**config.mk**
```make
export PLATFORM = sky130hd
export DESIGN_NAME = cla_multiword_adder
export DESIGN_NICKNAME = d
export VERILOG_FILES = /design/src/rtl/cla_pkg.sv /design/src/rtl/CarryLookAheadAdder_v20.sv /design/src/rtl/cla_multiword_adder.sv
export SDC_FILE = /design/constraint.sdc
export NUM_CORES = 1
export LEC_CHECK = 0
export CORE_UTILIZATION = 57
export CTS_BUF_LIST = sky130_fd_sc_hd__clkbuf_4
export CTS_CLUSTER_DIAMETER = 150
export DETAILED_ROUTE_END_ITERATION = 8
export PLACE_DENSITY_LB_ADDON = 0.05
export SYNTH_ARGS = -nofsm -noshare
export SYNTH_HDL_FRONTEND = slang
export SYNTH_SLANG_ARGS = --single-unit
```
**constraint.sdc**
```tcl
create_clock -name i_clk -period 7.2 [get_ports i_clk]
set_input_delay 1.08 -clock i_clk [delete_from_list [all_inputs] [get_ports i_clk]]
set_output_delay 1.08 -clock i_clk [all_outputs]
set_load 0.005 [all_outputs]
```
**src/rtl/cla_pkg.sv**
```systemverilog
// Shared definitions for the chunked carry-lookahead adder: FSM encoding and
// index-counter sizing.
package cla_pkg;

  typedef enum logic [1:0] {
    StIdle = 2'd0,
    StRun  = 2'd1,
    StDone = 2'd2
  } state_e;

  // A counter for a single chunk still needs one bit.
  function automatic int unsigned idx_width(input int unsigned chunks);
    if (chunks > 1) begin
      return $clog2(chunks);
    end
    return 1;
  endfunction

endpackage

```
**src/rtl/CarryLookAheadAdder_v20.sv**
```systemverilog
// Combinational WIDTH-bit carry-lookahead adder; every carry is expanded
// directly from generate/propagate terms rather than rippled.
module CarryLookAheadAdder_v20 #(
  parameter int unsigned WIDTH = 4
) (
  input  logic [WIDTH-1:0] i_A,
  input  logic [WIDTH-1:0] i_B,
  input  logic             i_Cin,
  output logic [WIDTH-1:0] o_Sum,
  output logic             o_Cout
);

  logic [WIDTH-1:0] gen;
  logic [WIDTH-1:0] prop;
  logic [WIDTH:0]   carry;

  assign gen  = i_A & i_B;
  assign prop = i_A ^ i_B;

  // c[i+1] = g[i] | p[i]g[i-1] | ... | p[i]..p[0]cin
  always_comb begin
    logic pp;
    logic cn;
    pp       = 1'b0;
    cn       = 1'b0;
    carry    = '0;
    carry[0] = i_Cin;
    for (int i = 0; i < int'(WIDTH); i++) begin
      cn = gen[i];
      pp = prop[i];
      for (int j = i - 1; j >= 0; j--) begin
        cn = cn | (pp & gen[j]);
        pp = pp & prop[j];
      end
      cn = cn | (pp & i_Cin);
      carry[i+1] = cn;
    end
  end

  assign o_Sum  = prop ^ carry[WIDTH-1:0];
  assign o_Cout = carry[WIDTH];

endmodule

```
**src/rtl/cla_multiword_adder.sv**
```systemverilog
// Multi-cycle wide adder: one WIDTH-bit chunk per clock through a single CLA,
// LSB chunk first, with the inter-chunk carry held in a register.
module cla_multiword_adder
  import cla_pkg::*;
#(
  parameter int unsigned WIDTH  = 4,
  parameter int unsigned CHUNKS = 4
) (
  input  logic                      i_clk,
  input  logic                      i_rst_n,
  input  logic                      i_valid,
  output logic                      o_ready,
  input  logic [WIDTH*CHUNKS-1:0]   i_A,
  input  logic [WIDTH*CHUNKS-1:0]   i_B,
  input  logic                      i_Cin,
  output logic                      o_valid,
  input  logic                      i_ready,
  output logic [WIDTH*CHUNKS-1:0]   o_Sum,
  output logic                      o_Cout,
  output logic                      o_busy
);

  localparam int unsigned TW   = WIDTH * CHUNKS;
  localparam int unsigned IdxW = idx_width(CHUNKS);
  localparam logic [IdxW-1:0] LastIdx = IdxW'(CHUNKS - 1);

  state_e          state_q;
  logic [IdxW-1:0] idx_q;
  logic            carry_q;
  logic [TW-1:0]   a_q;
  logic [TW-1:0]   b_q;
  logic [TW-1:0]   sum_q;
  logic            cout_q;

  logic [WIDTH-1:0] chunk_a;
  logic [WIDTH-1:0] chunk_b;
  logic [WIDTH-1:0] chunk_sum;
  logic             chunk_cout;

  assign chunk_a = a_q[idx_q*WIDTH +: WIDTH];
  assign chunk_b = b_q[idx_q*WIDTH +: WIDTH];

  CarryLookAheadAdder_v20 #(
    .WIDTH (WIDTH)
  ) u_cla (
    .i_A    (chunk_a),
    .i_B    (chunk_b),
    .i_Cin  (carry_q),
    .o_Sum  (chunk_sum),
    .o_Cout (chunk_cout)
  );

  always_ff @(posedge i_clk or negedge i_rst_n) begin
    if (!i_rst_n) begin
      state_q <= StIdle;
      idx_q   <= '0;
      carry_q <= 1'b0;
      a_q     <= '0;
      b_q     <= '0;
      sum_q   <= '0;
      cout_q  <= 1'b0;
    end else begin
      case (state_q)
        StIdle: begin
          if (i_valid) begin
            a_q     <= i_A;
            b_q     <= i_B;
            carry_q <= i_Cin;
            idx_q   <= '0;
            sum_q   <= '0;
            state_q <= StRun;
          end
        end
        StRun: begin
          sum_q[idx_q*WIDTH +: WIDTH] <= chunk_sum;
          carry_q                     <= chunk_cout;
          if (idx_q == LastIdx) begin
            cout_q  <= chunk_cout;
            state_q <= StDone;
          end else begin
            idx_q <= idx_q + 1'b1;
          end
        end
        StDone: begin
          if (i_ready) begin
            state_q <= StIdle;
          end
        end
        default: state_q <= StIdle;
      endcase
    end
  end

  assign o_ready = (state_q == StIdle);
  assign o_busy  = (state_q == StRun);
  assign o_valid = (state_q == StDone);
  assign o_Sum   = sum_q;
  assign o_Cout  = cout_q;

endmodule

```
**Word-level counts from Yosys, hierarchy flattened**

Index checks and enable logic that the tools add are counted.
Widths: inputs -> output; s select.

- Register bits: 54
- Bits of input ports: 37
- Output and inout port bits: 20
- Logic and storage cells: 68

- Add/sub/neg operators: 2
- Equality and inequality tests: 7
- Shifts and indexed selects: 4
- Multiplexer cells: 12
- Bitwise operators: 29
- Reduce and logical (&&, ||, !) cells: 7

Operator list:

| cell | number |
|---|---|
| $neg 4->34 | 1 |
| $shift 4x34->16 const A | 1 |
| $shiftx 4x34->16 | 1 |
| $pmux 16 s2 | 1 |
| $shiftx 16x5->4 | 2 |
| $and 1x1->1 | 16 |
| $bwmux 16 | 1 |
| $mux 16 | 1 |
| $mux 2 | 5 |
| $or 1x1->1 | 10 |
| $xor 4x4->4 | 2 |
| $pmux 2 s3 | 1 |
| $reduce_and 2->1 | 3 |
| $reduce_and 3->1 | 2 |
| $and 4x4->4 | 1 |
| $eq 2x2->1 const B | 2 |
| $ne 2x1->1 const B | 2 |
| $ne 2x2->1 const B | 2 |
| $pmux 2 s2 | 1 |
| $add 2x1->2 const B | 1 |
| $eq 2x1->1 const B | 1 |
| $logic_not 2->1 | 1 |
| $pmux 1 s2 | 1 |
| $reduce_bool 2->1 | 1 |
| $mux 1 | 1 |

**Depth between registers and ports, before layout**

Gate-level depths: netlist (run 1).

- Depth after elaboration: 10
- Depth in mapped cells: 8
- Gate-level depth less buffers: 6

**Cells and area by module**

From an unflattened synthesis (run 1), not the netlist that was laid out.

- Cells, all modules: 178
- Area total of the unflattened synthesis: 2,687.6 um^2

By module, submodules not included:

| module | times used | cells each | area an instance (um^2) | seq. area each (um^2) |
|---|---|---|---|---|
| cla_multiword_adder | 1 | 161 | 2,539.9 | 1,351.3 |
| CarryLookAheadAdder_v20 | 1 | 17 | 147.6 | 0.0 |

**Worst setup path before layout (run 1)**

OpenSTA, ideal clock, no wires.

- Kind: register to register
- Start point: reg idx_q[0]
- End point: reg sum_q[3] (netlist: o_Sum[3])
- Setup time: 66 ps
- Arrival: 2,416 ps
- Required time: 7,134 ps
- Setup slack: 4,718 ps
- Cell stages (with the launch flop): 9
- Path buffers: 2
- Clock period less this slack: 2,482 ps
- Path through: dfrtp_1 clkbuf_2 buf_4 mux4_2 ha_1 a21oi_1 nor2_1 nor4_2 a22o_1

- Cells in the longest elaborated chain, start to end: 10
- Elaborated cells on any way between the ends: 25
- Those cells by class: 1 x add/sub; 4 x shift; 2 x mux; 18 x bitwise

RTL lines:

| what | line | RTL |
|---|---|---|
| start: declaration | cla_multiword_adder.sv:28 | `logic [IdxW-1:0] idx_q;` |
| start signal: assignment | cla_multiword_adder.sv:81 | `idx_q <= idx_q + 1'b1;` |
| $shiftx 16x5->4 (on tied branches) | cla_multiword_adder.sv:40, cla_multiword_adder.sv:41 |  |
| $xor 4x4->4 or $and 4x4->4 (tied branches) | CarryLookAheadAdder_v20.sv:18, CarryLookAheadAdder_v20.sv:17 |  |
| $and 1x1->1 (on tied branches) | CarryLookAheadAdder_v20.sv:32, CarryLookAheadAdder_v20.sv:33 |  |
| $or 1x1->1 (tied with other cells) | CarryLookAheadAdder_v20.sv:32 | `cn = cn \| (pp & gen[j]);` |
| $or 1x1->1 or $and 1x1->1 (tied branches) | CarryLookAheadAdder_v20.sv:32, CarryLookAheadAdder_v20.sv:35 |  |
| $or 1x1->1 | CarryLookAheadAdder_v20.sv:35 | `cn = cn \| (pp & i_Cin);` |
| $xor 4x4->4 | CarryLookAheadAdder_v20.sv:40 | `assign o_Sum = prop ^ carry[WIDTH-1:0];` |
| $shiftx 4x34->16 | cla_multiword_adder.sv:75 | `sum_q[idx_q*WIDTH +: WIDTH] <= chunk_sum;` |
| $bwmux 16 (*) | cla_multiword_adder.sv:75 |  |
| $pmux 16 s2 (*) | cla_multiword_adder.sv:63 | `case (state_q)` |
| end signal: indexed assignment | cla_multiword_adder.sv:75 |  |
| end: declaration | cla_multiword_adder.sv:32 | `logic [TW-1:0] sum_q;` |

Mark *: on every way between the ends. The rest lies on a longest branch, timed or not.
A chain may end at the register's enable or synchronous reset.

**Worst setup path in the final report (run 1)**

- Start point: reg idx_q[0]
- End point: reg sum_q[7] (netlist: o_Sum[7])

Same word-level chain as after synthesis.

==> results.cfg, run 1 <==
[sta]
period_minus_slack_ns = 2.92
clock.fmax_mhz = 342
rsz0062_at_grt = false
tightest_slew_ns = 1.17
slew_headroom_pct = 22.0
slew_violations = 0
timing.final.setup_violations = 0
fin_tns_setup_ns = 0
fin_crit_sh_pct = 40.6
hold_viol_final = 0
fin_skew_ns = 0.0103

[die]
rows = 24
die_h_um = 70.7
core_area_um2 = 4440
die_w_um = 70.7
start_util_pct = 60.6
ios = 57
die-area_um2 = 5000

[synth]
synthTopCellsByArea = dfrtp_1, mux2_4, mux4_2, a22o_1, ha_1
yosysTopAreaCell = dfrtp_1
synth-seq-cells = 54
ys_types = 35
synth_commonest_cells = dfrtp_1, mux2_4, a22o_1
synth_top_cell_area_share_pct = 50.2
netlist_instances = 179
async_reset_ff_share_pct = 100
ys_seq_area_share_pct = 50.2
synth_ff_type = dfrtp_1
netlist_area_um2 = 2690
synth-edff-count = 0
synth.most_common_cell = dfrtp_1
syn-num-nets = 226
ys_warn_count = 0
synth.avg_cell_area_um2 = 15.0

[critical_path]
timing.rr.start = idx_q[0]
arrival_ns = 3.23
path_class = flip-flop to flip-flop
crit_fanout = 16
slowest_delay_ns = 0.88
cp.required_ns = 7.51
critPathLaunch = idx_q[0]
crit_chain = mux4_2 -> ha_1 -> a21oi_1 -> nor2_1 -> nor4_2 -> a22o_1
cpMaxStageDelayCell = dfrtp_1
critPathLaunchType = flip-flop
endpoint_kind = flip-flop

[cells_and_area]
diodes = 0
nets = 281
drive_gt1_share_pct = 24.3
area_growth_pct = 21.5

[cts]
clkLatencyLatePin_ns = 0.36
hold_buffers = 0
clock_sinks = 54
htreeDepth = 2
ctsResizeCount = 0
post_cts_buffers = 0
clockBufferDepth = 2
cts_buffers = 5
root_buffer = clkbuf_4
cts_tree = yes
clk_pin_slew_ns = 0.14

[min_path]
min_from = o_Sum[8]
hold_path.class = flip-flop to flip-flop

[power_and_ir_drop]
powerDensity_nw_per_um2 = 507
p_leak_nw = 1.46
power_mw = 1.66
ir_drop_mv = 0.241

[detailed_routing]
final_antenna_net_count = 0
first_pass_iters = 7
drt_iter0_markers = 79
viasPerCell = 5.76
vias = 1652
post-route-drc-count = 12
drt-wirelength-per-cell_um = 17.8
routed_wl_um = 5100

[global_route]
grt_pass1_wl_um = 8640
grt_max_degree = 55
gr-total-overflow = 0
grt_pass1_vias = 1692
antenna_found_initial = 0
grt_usage_pct = 22.7

[placement]
portBuffers = 56
hpwlAfterDp_um = 3800
place.gp.congestion = 0.788

[status]
violations = design-rule violations
status = finished with violations

[job]
cap_violations = 0
metrics by stage:
step	utilization [%]	worst slack, ns	cell area (µm²)	std cells	hold WS (ns)
finish	73.6	4.28	3270	287	0.518
global route	73.6	4.09	3270	287	0.538
CTS	73.6	4.30	3270	287	0.519
detailed placement	72.4	4.33	3220	279	0.486
global placement	72.4	4.46	3220	279	0.481
floorplan	-	4.72	2690	179	0.475
cell type report:
class,count,area [µm²]
repair buffers,56,556
fillers,310,1170
inverters,6,22.5
well taps,52,65.1
clock buffers,6,45.0
clock inverters,2,8.76
multi-input cells,111,1220
flip-flops and latches,54,1350
sequential cells by signal (all words and copies together), names as in the netlist:
name	flops
o_Cout	1
b_q	16
carry_q	1
idx_q	2
o_Sum	16
state_q	2
a_q	16
worst paths after layout:
| kind | to | slack (ns) | cells past startpoint |
|---|---|---|---|
| worst max-delay path | o_Sum[7] | 4.28 | 6 |
| worst min-delay path | o_Sum[8] | 0.52 | 1 |
| worst max register to register | o_Sum[7] | 4.28 | 6 |
| worst min register to register | o_Sum[8] | 0.52 | 1 |
| max in group asynchronous | a_q[8] | 5.55 | 1 |
| min in group asynchronous | o_Sum[9] | 0.93 | 1 |
routing by layer:
layer	share of wire, %	vias up	GRT usage, %
li1	-	770	-
met1	45	829	31.5
met2	50	46	36.9
met3	3.7	7	4.13
met4	0.94	0	7.33
met5	0	-	0
power breakdown:
group	switching, mW	total [mW]	internal (mW)
Clock	0.0880	0.129	0.0407
Combinational	0.431	0.954	0.523
Sequential	0.131	0.578	0.447
Total	0.650	1.66	1.01
cell usage in the layout (no fill, tap or decap), types with 6 or more instances in the layout:
cell type and count:
mux4_2 8, a22o_1 18, mux2_4 29, clkbuf_4 6, nand2_1 7, clkdlybuf4s50_1 55, ha_1 9, dfrtp_1 54
critical path, delay by kind of cell, from the launching register on:
kind / cells / cell delay (ns)
muxes: 1 / 0.66
and+or+nand+nor: 2 / 0.55
AOI/OAI and AO/OA: 2 / 0.43
DFF: 1 / 0.88
adders and majority gates: 1 / 0.35
logic make-up after synthesis:
logic type               Yosys count  share of synthesized area [%]
AO/OA/AOI/OAI                     31                           8.96
AND/OR/NAND/NOR                   27                           6.41
adder cells (fa/ha/maj)           10                           4.92
flip-flops                        54                           50.2
XOR/XNOR                           2                          0.650
buffers and inverters             14                           4.37
multiplexers                      41                           24.5
Note: power is estimated with default switching activity, not from simulation.
==> run 2, diff against run 1 <==
--- a/config.mk
+++ b/config.mk
@@ -5,7 +5,7 @@
 export SDC_FILE = /design/constraint.sdc
 export NUM_CORES = 1
 export LEC_CHECK = 0
-export CORE_UTILIZATION = 57
+export CORE_UTILIZATION = 53
 export CTS_BUF_LIST = sky130_fd_sc_hd__clkbuf_4
 export CTS_CLUSTER_DIAMETER = 150
 export DETAILED_ROUTE_END_ITERATION = 8
==> constraint.sdc (replaced) <==
create_clock -name i_clk -period 3 [get_ports i_clk]
set_input_delay 0.45 -clock i_clk [delete_from_list [all_inputs] [get_ports i_clk]]
set_output_delay 0.45 -clock i_clk [all_outputs]
set_load 0.005 [all_outputs]
==> run 2 against run 1 <==
Compared with the run above:
- the run now ends clean
- count of clock-buffer cells in the layout down 1
- non-clock buffer count up 1
- utilization down 4.6 points
- combinational power up 140%
- fmax up 8.7%
- register-to-register slack worse by 4.0 ns
- final cell count up 5.6%
- clock skew down 0.0030 ns
- global-route usage down 1.2 points
==> results.cfg, run 2 (synthesis results as in run 1) <==
[sta]
rsz0062_at_grt = false
period_minus_slack_ns = 2.69
fin_tns_setup_ns = 0
slew_headroom_pct = 21.5
fin_crit_sh_pct = 89.6
setup_ws_ns = 0.312
fin_skew_ns = 0.00730
hold_viol_final = 0
timing.final.setup_violations = 0
slew_violations = 0
tightest_slew_ns = 1.18
clock.fmax_mhz = 372

[power_and_ir_drop]
ir_drop_mv = 0.729
p_leak_nw = 1.46
powerDensity_nw_per_um2 = 1220

[critical_path]
path_class = flip-flop to flip-flop
r2r_cells = 6
arrival_ns = 3.01
critPathLaunchType = flip-flop
endpoint_kind = flip-flop
cp.required_ns = 3.33
crit_fanout = 10

[global_route]
grt_pass1_vias = 1744
grt_usage_pct = 21.5
gr-total-overflow = 0
grt_max_degree = 55
antenna_found_initial = 0
grt_pass1_wl_um = 8560

[cells_and_area]
nets = 282
drive_gt1_share_pct = 25.0
area_growth_pct = 23.5
stdcell_area_um2 = 3330
final_cell_mix = clkdlybuf4s50_1, dfrtp_1, mux2_4, a22o_1, ha_1
final_cell_count_no_fill = 303
diodes = 0
layout_commonest_cell = clkdlybuf4s50_1

[cts]
clk_pin_slew_ns = 0.15
cts_tree = yes
post_cts_buffers = 0
clock_sinks = 54
root_buffer = clkbuf_4
ctsResizeCount = 0
clkLatencyLatePin_ns = 0.37
hold_buffers = 0
cts_buffers = 5
htreeDepth = 2
clockBufferDepth = 2

[detailed_routing]
routed_wl_um = 5060
vias = 1633
viasPerCell = 5.39
drt-wirelength-per-cell_um = 16.7
final_antenna_net_count = 0
post-route-drc-count = 0
first_pass_iters = 4
drt_iter0_markers = 105

[placement]
portBuffers = 56
place_ws_ns = 0.312
hpwlAfterDp_um = 3720
place.gp.congestion = 0.780
placed_cells = 295
post_dp_cell_area_um2 = 3250

[die]
start_util_pct = 55.9
rows = 25
die_h_um = 73.3
die-area_um2 = 5370
die_w_um = 73.3
core_area_um2 = 4820
ios = 57

[job]
cap_violations = 0

[status]
status = complete, no violations

[min_path]
hold_path.class = input pin to async pin
[run 2: changes by cell type in the layout (fill, tap and decap cells not counted), sizes merged]
cell and delta:
buf +1, bufinv +1, clkbuf -1, clkinv -2, clkinvlp +2
[run 2: per-layer routing]
layer / track usage [%] / part of all wire, % / vias up
li1: - / - / 765
met1: 27.5 / 44 / 813
met2: 37.7 / 51 / 51
met3: 4.12 / 3.9 / 4
met4: 5.77 / 0.79 / 0
met5: 0 / 0 / -
[run 2: final timing paths]
kind,start,end,slack [ns]
hold / removal,i_rst_n,state_q[1],0.30
min in group i_clk,o_Sum[6],o_Sum[6],0.53
setup reg to reg,idx_q[0],o_Sum[7],0.31
hold reg to reg,o_Sum[6],o_Sum[6],0.53
max in group asynchronous,i_rst_n,b_q[1],2.00
setup / recovery,idx_q[0],o_Sum[7],0.31
[run 2: critical path: stages, from the launching register on]
cell and delay (ns):
dfrtp_1 0.73, mux4_2 0.63, ha_1 0.34, a21oi_1 0.18, nor2_1 0.09, nor4_2 0.45
a22o_1 0.22
[run 2: power breakdown]
| group | switching (mW) | internal, mW |
|---|---|---|
| clock | 0.231 | 0.175 |
| combinational | 1.04 | 1.26 |
| sequential | 0.287 | 1.07 |
[run 2: layout make-up]
cell class | instances | area [µm²]
repair buffers | 57 | 563
multi-input cells | 111 | 1220
flip-flops and latches | 54 | 1350
inverters | 6 | 22.5
well taps | 67 | 83.8
fillers | 357 | 1490
clock buffers | 5 | 37.5
clock inverters | 3 | 45.0
[run 2: stage by stage]
stage	power [mW]	hold WS [ns]	util (%)
finish	4.06	0.296	69.1
global route	4.37	0.374	69.1
detailed placement	3.68	0.492	67.4
floorplan	3.03	0.154	-
CTS	4.10	0.327	69.1
global placement	3.57	0.486	67.4
